### config.mk
export PLATFORM = sky130hd
export DESIGN_NAME = csr_regfile
export DESIGN_NICKNAME = d
export VERILOG_FILES = /design/src/rtl/csr_regfile_pkg.sv /design/src/rtl/csr_regfile_counter.sv /design/src/rtl/csr_regfile.sv
export SDC_FILE = /design/constraint.sdc
export NUM_CORES = 1
export LEC_CHECK = 0
export CORE_MARGIN = 5
export CORE_UTILIZATION = 30
export DETAILED_ROUTE_END_ITERATION = 12
export REMOVE_ABC_BUFFERS = 1
export SETUP_SLACK_MARGIN = 0.5
export SYNTH_ARGS = -nofsm -noshare
export SYNTH_HDL_FRONTEND = slang
export SYNTH_HIERARCHICAL = 1
export SYNTH_SLANG_ARGS = --single-unit
### constraint.sdc
create_clock -name clk -period 9.9 [get_ports clk]
set_input_delay 2.97 -clock clk [delete_from_list [all_inputs] [get_ports clk]]
set_output_delay 2.97 -clock clk [all_outputs]
set_load 0.005 [all_outputs]
### src/rtl/csr_regfile_pkg.sv
// Shared definitions for the machine-mode CSR register file: addresses, op
// encodings, mstatus field positions, write masks and small helpers.
package csr_regfile_pkg;

    localparam int XLEN = 64;
    localparam logic [63:0] MSTATUS_RST_DEFAULT = 64'h0000_0000_0000_1800;

    typedef enum logic [1:0] {
        CSR_OP_NONE = 2'b00,
        CSR_OP_RW   = 2'b01,
        CSR_OP_RS   = 2'b10,
        CSR_OP_RC   = 2'b11
    } csr_op_e;

    localparam logic [11:0] ADDR_MSTATUS  = 12'h300;
    localparam logic [11:0] ADDR_MIE      = 12'h304;
    localparam logic [11:0] ADDR_MTVEC    = 12'h305;
    localparam logic [11:0] ADDR_MSCRATCH = 12'h340;
    localparam logic [11:0] ADDR_MEPC     = 12'h341;
    localparam logic [11:0] ADDR_MCAUSE   = 12'h342;
    localparam logic [11:0] ADDR_MIP      = 12'h344;
    localparam logic [11:0] ADDR_MCYCLE   = 12'hB00;
    localparam logic [11:0] ADDR_MINSTRET = 12'hB02;

    localparam int MSTATUS_MIE_BIT  = 3;
    localparam int MSTATUS_MPIE_BIT = 7;
    localparam int MSTATUS_FS_LO    = 13;
    localparam int MSTATUS_XS_LO    = 15;
    localparam int MSTATUS_SD_BIT   = 63;
    localparam int MIE_MTIE_BIT     = 7;

    localparam logic [63:0] MSTATUS_WMASK = 64'h0000_0000_0001_F888;
    localparam logic [63:0] MIE_WMASK     = 64'h0000_0000_0000_0080;
    localparam logic [63:0] MTVEC_WMASK   = 64'hFFFF_FFFF_FFFF_FFFC;
    localparam logic [63:0] MEPC_WMASK    = 64'hFFFF_FFFF_FFFF_FFFE;
    localparam logic [63:0] FULL_WMASK    = 64'hFFFF_FFFF_FFFF_FFFF;

    function automatic logic csr_implemented(input logic [11:0] addr);
        case (addr)
            ADDR_MSTATUS, ADDR_MIE, ADDR_MTVEC, ADDR_MSCRATCH, ADDR_MEPC,
            ADDR_MCAUSE, ADDR_MIP, ADDR_MCYCLE, ADDR_MINSTRET: return 1'b1;
            default: return 1'b0;
        endcase
    endfunction

    function automatic logic [63:0] csr_merge(input logic [63:0] old_val,
                                              input logic [63:0] new_val,
                                              input logic [63:0] mask);
        return (old_val & ~mask) | (new_val & mask);
    endfunction

    function automatic logic mstatus_sd(input logic [63:0] mstatus);
        return (mstatus[MSTATUS_FS_LO+1:MSTATUS_FS_LO] == 2'b11) ||
               (mstatus[MSTATUS_XS_LO+1:MSTATUS_XS_LO] == 2'b11);
    endfunction

endpackage

### src/rtl/csr_regfile_counter.sv
// 64-bit wrapping counter with increment enable; a load in the same cycle
// takes priority over the increment.
module csr_counter
    import csr_regfile_pkg::*;
(
    input  logic            clk,
    input  logic            rst,
    input  logic            inc_i,
    input  logic            load_i,
    input  logic [XLEN-1:0] load_val_i,
    output logic [XLEN-1:0] count_o
);

    logic [XLEN-1:0] count_d;
    logic [XLEN-1:0] count_q;

    // next count: load beats increment
    always_comb begin
        count_d = count_q;
        if (load_i) begin
            count_d = load_val_i;
        end else if (inc_i) begin
            count_d = count_q + 64'd1;
        end else begin
            count_d = count_q;
        end
    end

    // counter state
    always_ff @(posedge clk) begin
        if (rst) begin
            count_q <= 64'd0;
        end else begin
            count_q <= count_d;
        end
    end

    assign count_o = count_q;

endmodule

### src/rtl/csr_regfile.sv
// Machine-mode CSR register file: instruction read/modify/write port, CLINT
// trap write port, mcycle/minstret counters and the mip.MTIP timer view.
module csr_regfile
    import csr_regfile_pkg::*;
#(
    parameter logic [63:0] MSTATUS_RST = MSTATUS_RST_DEFAULT
) (
    input  logic            clk,
    input  logic            rst,
    input  logic [1:0]      csr_op_i,
    input  logic [11:0]     csr_addr_i,
    input  logic [XLEN-1:0] csr_src_i,
    input  logic            csr_src_zero_i,
    output logic [XLEN-1:0] csr_rdata_o,
    output logic            csr_illegal_o,
    input  logic            instr_retire_i,
    input  logic            timer_int_i,
    input  logic            clint_csr_wen_i,
    input  logic [11:0]     clint_csr_waddr_i,
    input  logic [XLEN-1:0] clint_csr_wdata_i,
    output logic            global_int_en_o,
    output logic            mtime_int_en_o,
    output logic            mtime_int_pend_o,
    output logic [XLEN-1:0] csr_mtvec_o,
    output logic [XLEN-1:0] csr_mepc_o,
    output logic [XLEN-1:0] csr_mstatus_o
);

    logic [XLEN-1:0] mstatus_d, mstatus_q;
    logic [XLEN-1:0] mie_d, mie_q;
    logic [XLEN-1:0] mtvec_d, mtvec_q;
    logic [XLEN-1:0] mscratch_d, mscratch_q;
    logic [XLEN-1:0] mepc_d, mepc_q;
    logic [XLEN-1:0] mcause_d, mcause_q;
    logic            mtip_d, mtip_q;
    logic [XLEN-1:0] mcycle_s, minstret_s;
    logic [XLEN-1:0] mstatus_rd_s;
    logic [XLEN-1:0] instr_wdata_s;
    logic            instr_wreq_s;
    logic            instr_we_s;

    // SD is never stored; bit 63 of mstatus_q stays 0 so OR-ing it in is exact
    assign mstatus_rd_s = mstatus_q | {mstatus_sd(mstatus_q), 63'd0};

    // instruction-port read mux
    always_comb begin
        csr_rdata_o = 64'd0;
        case (csr_addr_i)
            ADDR_MSTATUS:  csr_rdata_o = mstatus_rd_s;
            ADDR_MIE:      csr_rdata_o = mie_q;
            ADDR_MTVEC:    csr_rdata_o = mtvec_q;
            ADDR_MSCRATCH: csr_rdata_o = mscratch_q;
            ADDR_MEPC:     csr_rdata_o = mepc_q;
            ADDR_MCAUSE:   csr_rdata_o = mcause_q;
            ADDR_MIP:      csr_rdata_o = {56'd0, mtip_q, 7'd0};
            ADDR_MCYCLE:   csr_rdata_o = mcycle_s;
            ADDR_MINSTRET: csr_rdata_o = minstret_s;
            default:       csr_rdata_o = 64'd0;
        endcase
    end

    assign csr_illegal_o = (csr_op_i != CSR_OP_NONE) && !csr_implemented(csr_addr_i);

    // instruction write value; RS/RC with a zero source is a pure read
    always_comb begin
        instr_wdata_s = csr_src_i;
        instr_wreq_s  = 1'b0;
        case (csr_op_i)
            CSR_OP_RW: begin
                instr_wdata_s = csr_src_i;
                instr_wreq_s  = 1'b1;
            end
            CSR_OP_RS: begin
                instr_wdata_s = csr_rdata_o | csr_src_i;
                instr_wreq_s  = !csr_src_zero_i;
            end
            CSR_OP_RC: begin
                instr_wdata_s = csr_rdata_o & ~csr_src_i;
                instr_wreq_s  = !csr_src_zero_i;
            end
            default: begin
                instr_wdata_s = csr_src_i;
                instr_wreq_s  = 1'b0;
            end
        endcase
    end

    // CLINT owns the address on a same-address collision
    assign instr_we_s = instr_wreq_s && csr_implemented(csr_addr_i) &&
                        !(clint_csr_wen_i && (clint_csr_waddr_i == csr_addr_i));

    function automatic logic [XLEN-1:0] next_val(input logic [XLEN-1:0] old_val,
                                                 input logic [11:0]     addr,
                                                 input logic [XLEN-1:0] mask,
                                                 input logic            c_wen,
                                                 input logic [11:0]     c_addr,
                                                 input logic [XLEN-1:0] c_data,
                                                 input logic            i_wen,
                                                 input logic [11:0]     i_addr,
                                                 input logic [XLEN-1:0] i_data);
        if (c_wen && (c_addr == addr)) begin
            return csr_merge(old_val, c_data, mask);
        end else if (i_wen && (i_addr == addr)) begin
            return csr_merge(old_val, i_data, mask);
        end else begin
            return old_val;
        end
    endfunction

    // next state of the stored CSRs
    always_comb begin
        mstatus_d  = next_val(mstatus_q, ADDR_MSTATUS, MSTATUS_WMASK, clint_csr_wen_i,
                              clint_csr_waddr_i, clint_csr_wdata_i, instr_we_s, csr_addr_i, instr_wdata_s);
        mie_d      = next_val(mie_q, ADDR_MIE, MIE_WMASK, clint_csr_wen_i,
                              clint_csr_waddr_i, clint_csr_wdata_i, instr_we_s, csr_addr_i, instr_wdata_s);
        mtvec_d    = next_val(mtvec_q, ADDR_MTVEC, MTVEC_WMASK, clint_csr_wen_i,
                              clint_csr_waddr_i, clint_csr_wdata_i, instr_we_s, csr_addr_i, instr_wdata_s);
        mscratch_d = next_val(mscratch_q, ADDR_MSCRATCH, FULL_WMASK, clint_csr_wen_i,
                              clint_csr_waddr_i, clint_csr_wdata_i, instr_we_s, csr_addr_i, instr_wdata_s);
        mepc_d     = next_val(mepc_q, ADDR_MEPC, MEPC_WMASK, clint_csr_wen_i,
                              clint_csr_waddr_i, clint_csr_wdata_i, instr_we_s, csr_addr_i, instr_wdata_s);
        mcause_d   = next_val(mcause_q, ADDR_MCAUSE, FULL_WMASK, clint_csr_wen_i,
                              clint_csr_waddr_i, clint_csr_wdata_i, instr_we_s, csr_addr_i, instr_wdata_s);
        mtip_d     = timer_int_i;
    end

    // CSR state
    always_ff @(posedge clk) begin
        if (rst) begin
            mstatus_q  <= MSTATUS_RST;
            mie_q      <= 64'd0;
            mtvec_q    <= 64'd0;
            mscratch_q <= 64'd0;
            mepc_q     <= 64'd0;
            mcause_q   <= 64'd0;
            mtip_q     <= 1'b0;
        end else begin
            mstatus_q  <= mstatus_d;
            mie_q      <= mie_d;
            mtvec_q    <= mtvec_d;
            mscratch_q <= mscratch_d;
            mepc_q     <= mepc_d;
            mcause_q   <= mcause_d;
            mtip_q     <= mtip_d;
        end
    end

    csr_counter u_mcycle (
        .clk        (clk),
        .rst        (rst),
        .inc_i      (1'b1),
        .load_i     ((clint_csr_wen_i && (clint_csr_waddr_i == ADDR_MCYCLE)) ||
                     (instr_we_s && (csr_addr_i == ADDR_MCYCLE))),
        .load_val_i ((clint_csr_wen_i && (clint_csr_waddr_i == ADDR_MCYCLE)) ?
                     clint_csr_wdata_i : instr_wdata_s),
        .count_o    (mcycle_s)
    );

    csr_counter u_minstret (
        .clk        (clk),
        .rst        (rst),
        .inc_i      (instr_retire_i),
        .load_i     ((clint_csr_wen_i && (clint_csr_waddr_i == ADDR_MINSTRET)) ||
                     (instr_we_s && (csr_addr_i == ADDR_MINSTRET))),
        .load_val_i ((clint_csr_wen_i && (clint_csr_waddr_i == ADDR_MINSTRET)) ?
                     clint_csr_wdata_i : instr_wdata_s),
        .count_o    (minstret_s)
    );

    assign global_int_en_o  = mstatus_q[MSTATUS_MIE_BIT];
    assign mtime_int_en_o   = mie_q[MIE_MTIE_BIT];
    assign mtime_int_pend_o = mtip_q;
    assign csr_mtvec_o      = mtvec_q;
    assign csr_mepc_o       = mepc_q;
    assign csr_mstatus_o    = mstatus_rd_s;

endmodule

; Yosys cells after proc, flatten, opt, wreduce, memory -nomap -nowiden
; Cells that the tools add are included.
[totals]
ff_bits = 513
latchBits = 0
mem_bits_rw = 0
rom_bits = 0
in_bits = 160
mem_count = 0
[classes]
n_addsub = 2
multipliers = 0
div = 0
order_cmp = 0
eq_ne = 23
n_shift = 0
n_mux = 21
bitwise_logic = 12
reduce_logical = 36
[op_table]
columns = op, count
row1 = two-way mux 64 bit, 17
row2 = one-hot mux 64 bit (9 select lines), 1
row3 = "equality test 12 x 10 -> 1 bit, second input constant", 13
row4 = "adder 64 x 1 -> 64 bit, second input constant", 2
row5 = bitwise OR 1 x 64 -> 64 bit, 2
row6 = bitwise OR 2 x 64 -> 64 bit, 2
row7 = bitwise OR 64 x 17 -> 64 bit, 2
row8 = bitwise OR 64 bit, 2
row9 = bitwise OR 64 x 8 -> 64 bit, 2
row10 = one-hot mux 64 bit (2 select lines), 1
row11 = bitwise AND 64 bit, 1
row12 = inverter 64 bit, 1
row13 = "equality test 12 bit, second input constant", 4
row14 = logical AND 1 bit, 20
row15 = nonzero test 2 bit, 8
row16 = equality test 12 bit, 1
row17 = OR reduction 9 bit, 1
row18 = "equality test 2 bit, second input constant", 4
row19 = zero test 1 bit, 3
row20 = logical OR 1 bit, 3
row21 = "equality test 2 x 1 -> 1 bit, second input constant", 1
row22 = one-hot mux 1 bit (2 select lines), 1
row23 = OR reduction 2 bit, 1
row24 = two-way mux 1 bit, 1

; Logic depth before layout (Yosys ltp)
; Gate-level depths: netlist of the first run.
[depth]
word_depth = 9
ltp_mapped = 14
ltp_nobuf = 10

; Modules after synthesis
; Netlist of the first run, hierarchy kept.
[modules_own_cells]
columns = mod, n_inst, cells_each, area_each_um2, seq_area_each_um2
row1 = csr_regfile, 1, 1907, 14973.1, 5265.0
row2 = csr_counter, 2, 480, 3764.9, 1281.2

; Worst setup path after synthesis of the first run
; Ideal clock, no wire load.
[synth_timing]
path_kind = in2out
from = input port csr_addr_i[0]
to = output port csr_rdata_o[10]
arrival_time_ns = 4.512
t_required_ns = 6.930
path_slack_ns = 2.418
path_stages = 6
n_path_buf = 3
path_cell_list = buf_2 > nor4_2 > buf_2 > clkbuf_1 > a22oi_1 > o211ai_1
[synth_via]
elab_chain_len = 2
[synth_lines]
columns = item, line
row1 = start: declaration, csr_regfile.sv:11  ; input logic [11:0] csr_addr_i,
row2 = equality test 12 bit or equality test 12 x 10 -> 1 bit (tied branches), csr_regfile.sv:48  ; case (csr_addr_i)
row3 = one-hot mux 64 bit (9 select lines) *, csr_regfile.sv:48
row4 = end: declaration, csr_regfile.sv:14  ; output logic [XLEN-1:0] csr_rdata_o,
; Mark *: on every way between the ends. The rest lies on a longest branch, timed or not.

; Final worst setup path of the first run
[layout_timing]
from = input port csr_addr_i[1]
to = output port csr_rdata_o[11]
; The elaborated chain is that of the path after synthesis.

==> flow_metrics.env, run 1 <==
export IMPL_grt_pass1_vias=22700
export IMPL_area_growth_pct=25.6
export IMPL_syn_avg_cell_area_sq_um=7.85
export IMPL_fmax_mhz=112
export IMPL_yosysMostFrequentCell="dfxtp_1"
export IMPL_fill_cells=7699
export IMPL_grt_max_degree=90
export IMPL_grt_pass1_wl_um=146000
export IMPL_finalWirelength_um=97600
export IMPL_pwr_share_seq_pct=42.2
export IMPL_cts_tree="done"
export IMPL_ctsResizeCount=0
export IMPL_synthCells=2867
export IMPL_power_density_nw_per_um2=133
export IMPL_leakage_nw=9.03
export IMPL_setup_slack_ns=0.988
export IMPL_dp_worst_setup_slack_ns=1.03
export IMPL_maxCapViolCount=0
export IMPL_via_count=23900
export IMPL_drv_slew=0
export IMPL_first_pass_iters=9
export IMPL_criticalPathCategory="primary input to primary output"
export IMPL_rsz0062_at_grt="no"
export IMPL_ys_top_cells_by_area="dfxtp_1, a22oi_1, o21ai_0"
export IMPL_worstMarginPinSlew_ns=1.37
export IMPL_hold_viol_final=0
export IMPL_required_ns=6.93
export IMPL_gp_congestion=0.929
export IMPL_hold_buffers=0
export IMPL_clk_pin_slew_worst_paths_ns=0.06
export IMPL_cp_slowest_cell="clkdlybuf4s50_1"
export IMPL_worst_setup_path_start_kind="primary input"
export IMPL_synthArstFlopShare_pct=0
export IMPL_die_width_um=284
export IMPL_ys_seq_area_share_pct=34.8
export IMPL_drt_initial_drc_count=2336
export IMPL_setup_violations_final=0
export IMPL_die_area_sq_um=80600
export IMPL_clkPwrFrac_pct=50.1
export IMPL_power_switching_w=0.000947
export IMPL_ios=420
export IMPL_combPwrFrac_pct=7.7
export IMPL_fin_crit_sh_pct=90.0
export IMPL_finalNonFillerCells=4096
export IMPL_path_cells="clkdlybuf4s50_1, buf_4, nor4_4, buf_12, a22oi_1, o21ai_0, or2_2, clkdlybuf4s50_1"
export IMPL_relSlewSlack_pct=7.59
export IMPL_irDropWorstVdd_mv=0.106
export IMPL_synth_flop_cell="dfxtp_1"
export IMPL_drive_gt1_share_pct=6.33
export IMPL_grt_use_total_pct=22.9
export IMPL_netlist_area_sq_um=22500
export IMPL_start_util_pct=30.2
export IMPL_cts_root_buf="clkbuf_16"
export IMPL_synth_top_area_share_pct=34.8
export IMPL_netSwitchingFraction_pct=25.2
export IMPL_clk_path_buf_depth=3
export IMPL_ant_nets=0
export IMPL_path_max_fanout=70
export IMPL_post_drt_wl_per_cell_um=23.8
export IMPL_antenna_cells=0
export IMPL_yosysUniqueCellTypes=80
export IMPL_fin_crit_ns=8.91
export IMPL_ys_warn_count=6
export IMPL_cp_end_kind="primary output"
export IMPL_io_buffer_count=361
export IMPL_cts_num_sinks=391
export IMPL_p_int_w=0.00281
export IMPL_arrival_ns=5.94
export IMPL_vias_per_cell=5.85
export IMPL_final_net_count=3249
export IMPL_route_detailed_drc=0
export IMPL_post_cts_buffers=0
export IMPL_ys_ff_latch=391
export IMPL_status="complete, no violations"
export IMPL_fin_skew_ns=0.0251
export IMPL_core_sq_um=74400
export IMPL_insertion_delay_ns=0.60
export IMPL_hpwl_um=67200
export IMPL_row_count=100
export IMPL_hp_class="flop to flop"
export IMPL_htreeDepth=2
export IMPL_ys_top_cells_by_count="dfxtp_1, o21ai_0, a22oi_1, nand2_1, nor2_1"
export IMPL_cts_made_buffers=48
export IMPL_yosysTopAreaCell="dfxtp_1"
export IMPL_grt_overflow=0
export IMPL_synth_edf_count=0
export IMPL_cp_common_cell="clkdlybuf4s50_1"
export IMPL_dieHeight_um=284
export IMPL_slowest_delay_ns=0.62
export IMPL_antenna_found_initial=1
export IMPL_placedCellCount=4006
## layout by cell type, fill, tap and decap left out, types with 41 or more instances in the layout
master           instances
conb_1                  59
clkbuf_16               49
a22o_1                  45
a21oi_1                 96
nand2_1                283
a22oi_1                312
nand4_1                 59
a222oi_1                50
o21ai_1                 87
a211oi_1                52
xnor2_1                 54
nor2_1                 201
buf_4                   51
o21ai_0                367
dfxtp_1                391
nand3_1                 52
a311oi_1                41
clkdlybuf4s50_1        359
## cell type report
| cell class | instances | area, sq um | area share, % |
|---|---|---|---|
| clock buffers | 70 | 1460 | 5.15 |
| repair buffers | 417 | 4100 | 14.5 |
| multi-input cells | 2187 | 13300 | 47.0 |
| well taps | 969 | 1210 | 4.29 |
| flip-flops and latches | 391 | 7830 | 27.7 |
| clock inverters | 20 | 226 | 0.801 |
| inverters | 42 | 158 | 0.558 |
## state kept, by name, summed over array words and instances (netlist names)
register            flops
mstatus_q               8
u_mcycle/count_o       64
mtime_int_pend_o        1
u_minstret/count_o     64
csr_mepc_o             63
mie_q                   1
csr_mtvec_o            62
mcause_q               64
mscratch_q             64
## cell families after synthesis
logic type / Yosys count / share of synthesized area [%]
mux: 22 / 1.01
fa+ha+maj: 3 / 0.156
other cells: 2 / 0.0334
xor+xnor: 86 / 3.35
simple gates: 859 / 19.1
buf+inv: 346 / 7.56
compound gates: 1158 / 34.1
flops: 391 / 34.8
## power by group through the flow
stage                     Clock, W  Combinational (W)  Sequential (W)
after floorplan                  0           0.000106         0.00162
after global placement           0           0.000284         0.00162
after detailed placement         0           0.000287         0.00162
after CTS                  0.00192           0.000288         0.00158
after global routing       0.00198           0.000316         0.00158
final                      0.00188           0.000291         0.00158
## metrics by stage
| step | power, W | setup TNS [ns] | hold WS (ns) | util (%) | cell area [sq um] |
|---|---|---|---|---|---|
| floorplan | 0.00172 | -445.35 | 0.437 | - | 21200 |
| global route | 0.00388 | 0 | 0.506 | 38.0 | 28300 |
| detailed placement | 0.00190 | 0 | 0.462 | 35.7 | 26600 |
| CTS | 0.00379 | 0 | 0.477 | 38.0 | 28300 |
| finish | 0.00375 | 0 | 0.475 | 38.0 | 28300 |
| global placement | 0.00190 | 0 | 0.453 | 35.7 | 26600 |
## critical path: cells and delay by family
kind	cells	cell delay, ns
and+or+nand+nor	2	0.53
buffers and inverters	4	1.82
AOI/OAI and AO/OA	2	0.58
## per-layer routing
| layer | routed length (um) | vias to the layer above | global-route usage (%) |
|---|---|---|---|
| met5 | 0 | - | 0 |
| met4 | 2890 | 0 | 6.67 |
| met1 | 43500 | 11500 | 31.6 |
| met3 | 7170 | 158 | 3.88 |
| met2 | 44000 | 979 | 36.8 |
| li1 | - | 11300 | - |
## worst paths after layout
path | to | from | slack [ns] | cells past startpoint
min reg2reg | mcause_q[0]$_SDFFE_PP0P_ | mcause_q[0]$_SDFFE_PP0P_ | 0.47 | 2
max | csr_rdata_o[11] | csr_addr_i[1] | 0.99 | 8
min | mcause_q[0]$_SDFFE_PP0P_ | mcause_q[0]$_SDFFE_PP0P_ | 0.47 | 2
max reg2reg | u_minstret/count_o[55]$_SDFFE_PP0P_ | u_minstret/count_o[3]$_SDFFE_PP0P_ | 6.80 | 5
No activity file was read; power rests on OpenSTA's default activity.
==> run 2, diff against run 1 <==
CAP_MARGIN = 20   (was unset)
GPL_TIMING_DRIVEN = 0   (was unset)
==> run 2 against run 1 <==
  * Non-clock buffer count rose by 34
  * Global-route usage grew 0.097 points
  * Maximum frequency down 4.6%
  * Clock power down 6%
  * Worst setup slack got worse by 0.43 ns
  * Combinational power up 6%
  * Clock skew fell by 0.0090 ns
  * Sequential power hardly changed
  * Critical endpoint is now csr_rdata_o[10]
  * Largest cell class unchanged
  * Highest routed layer is now met5
==> flow_metrics.env, run 2 (synthesis gave the netlist of run 1 again) <==
export IMPL_status="complete, no violations"
export IMPL_holdPathEnd="mscratch_q[7]$_SDFFE_PP0P_"
export IMPL_cp_end_kind="primary output"
export IMPL_row_count=100
export IMPL_cts_num_sinks=391
export IMPL_setup_tns_ns=0
export IMPL_cts_root_buf="clkbuf_16"
export IMPL_pwr_share_seq_pct=43.2
export IMPL_arrival_ns=6.38
export IMPL_power_switching_w=0.000923
export IMPL_antenna_found_initial=5
export IMPL_cts_made_buffers=48
export IMPL_p_int_w=0.00274
export IMPL_dp_worst_setup_slack_ns=0.0552
export IMPL_route_detailed_drc=0
export IMPL_dieHeight_um=284
export IMPL_reg2regPathDepth=6
export IMPL_netSwitchingFraction_pct=25.2
export IMPL_core_sq_um=74400
export IMPL_final_common_cell="dfxtp_1"
export IMPL_io_buffer_count=361
export IMPL_power_density_nw_per_um2=127
export IMPL_fin_crit_sh_pct=94.4
export IMPL_setup_slack_ns=0.555
export IMPL_final_cell_mix="dfxtp_1, o21ai_0, clkdlybuf4s50_1"
export IMPL_irDropWorstVdd_mv=0.106
export IMPL_htreeDepth=2
export IMPL_holdPathStages=2
export IMPL_path_max_fanout=31
export IMPL_vias_per_cell=5.91
export IMPL_leakage_nw=9.36
export IMPL_grt_use_total_pct=23.0
export IMPL_ios=420
export IMPL_relSlewSlack_pct=28.4
export IMPL_reg2reg_from="u_mcycle/count_o[13]$_SDFFE_PP0P_"
export IMPL_reg2reg_to="u_mcycle/count_o[56]$_SDFFE_PP0P_"
export IMPL_combPwrFrac_pct=8.4
export IMPL_clkPwrFrac_pct=48.4
export IMPL_grt_pass1_vias=22600
export IMPL_clk_path_buf_depth=3
export IMPL_maxCapViolCount=0
export IMPL_die_area_sq_um=80600
export IMPL_fin_crit_ns=9.35
export IMPL_area_growth_pct=28.6
export IMPL_finalWirelength_um=99600
export IMPL_ant_nets=0
export IMPL_r2r_slack_ns=6.74
export IMPL_cts_tree="done"
export IMPL_grt_overflow=0
export IMPL_hold_buffers=0
export IMPL_drive_gt1_share_pct=7.25
export IMPL_die_width_um=284
export IMPL_required_ns=6.93
export IMPL_first_pass_iters=7
export IMPL_hold_viol_final=0
export IMPL_rsz0062_at_grt="no"
export IMPL_insertion_delay_ns=0.58
export IMPL_final_util_pct=38.9
export IMPL_hp_class="flop to flop"
export IMPL_setup_violations_final=0
export IMPL_gp_congestion=0.906
export IMPL_post_drt_wl_per_cell_um=24.1
export IMPL_drt_initial_drc_count=2932
export IMPL_hpwl_um=71500
export IMPL_drv_slew=0
export IMPL_worst_setup_path_start_kind="primary input"
export IMPL_hp_start="mscratch_q[7]$_SDFFE_PP0P_"
export IMPL_worstMarginPinSlew_ns=1.07
export IMPL_fmax_mhz=107
export IMPL_fin_skew_ns=0.0161
export IMPL_via_count=24400
export IMPL_final_net_count=3285
export IMPL_clk_pin_slew_worst_paths_ns=0.06
export IMPL_grt_max_degree=94
export IMPL_fill_cells=7584
export IMPL_start_util_pct=30.2
export IMPL_grt_pass1_wl_um=148000
export IMPL_criticalPathCategory="primary input to primary output"
run 2: cell types whose count changed in the layout (fill, tap and decap cells not counted), moves of 4 or more:
| cell | delta |
|---|---|
| buf_6 | +23 |
| buf_4 | -22 |
| buf_8 | +17 |
| buf_12 | +6 |
| buf_16 | +6 |
| clkbuf_8 | -6 |
| and3_4 | +4 |
| buf_2 | +4 |
| clkbuf_1 | +4 |
| clkdlybuf4s50_1 | -4 |
run 2: area by class of cell:
cell class / count / area (sq um) / share of cell area, %
Multi-Input combinational cell: 2189 / 13400 / 46.4
Sequential cell: 391 / 7830 / 27.0
Timing Repair Buffer: 451 / 4760 / 16.4
Clock buffer: 68 / 1390 / 4.79
Tap cell: 969 / 1210 / 4.19
Clock inverter: 16 / 170 / 0.588
Inverter: 42 / 163 / 0.562
Antenna cell: 3 / 7.51 / 0.0259
run 2: layer usage:
metal	routed length (um)	global-route usage, %	part of all wire, %
met3	7250	3.83	7.3
met5	25	0	0.025
met4	2430	5.34	2.4
met1	44800	31.9	45
met2	45100	37.4	45
run 2: power by group through the flow:
stage / Sequential [W] / Clock [W] / Combinational [W]
floorplan: 0.00162 / 0 / 0.000106
global placement: 0.00162 / 0 / 0.000277
detailed placement: 0.00162 / 0 / 0.000297
CTS: 0.00158 / 0.00181 / 0.000301
global route: 0.00158 / 0.00188 / 0.000331
finish: 0.00158 / 0.00177 / 0.000308
run 2: stage by stage:
stage	total power, W	hold slack [ns]	cell area, sq um	instances
2_1_floorplan	0.00172	0.437	21200	2620
3_3_place_gp	0.00189	0.448	26000	3950
3_5_place_dp	0.00191	0.465	27200	4031
4_1_cts	0.00370	0.479	28900	4120
5_1_grt	0.00380	0.510	28900	4126
6_report	0.00367	0.481	28900	4129
run 2: critical path: stages:
cell	delay, ns
clkdlybuf4s50_1	1.03
nor4b_4	0.47
and3_4	0.57
buf_12	0.29
a222oi_1	0.13
o211ai_1	0.28
clkdlybuf4s50_1	0.62
run 2: repair_timing:
item / CTS / global route
gates cloned: 1 / 1
setup endpoints to repair: 62 / 42
gates resized for setup: 7 / 4
pin swaps: 2 / 1
setup buffers: 4 / 4
run 2: worst max-delay path by stage:
stage | from | cells after the start | slack [ns] | end
final | csr_addr_i[6] | 7 | 0.55 | csr_rdata_o[10]
after CTS | csr_addr_i[6] | 6 | 0.44 | csr_rdata_o[10]
after detailed placement | csr_addr_i[1] | 8 | 0.06 | csr_rdata_o[10]
after global routing | csr_addr_i[5] | 7 | 0.59 | csr_rdata_o[10]
after global placement | csr_addr_i[1] | 6 | -13.01 | csr_rdata_o[39]
after floorplan | csr_addr_i[2] | 4 | -3.16 | csr_rdata_o[28]
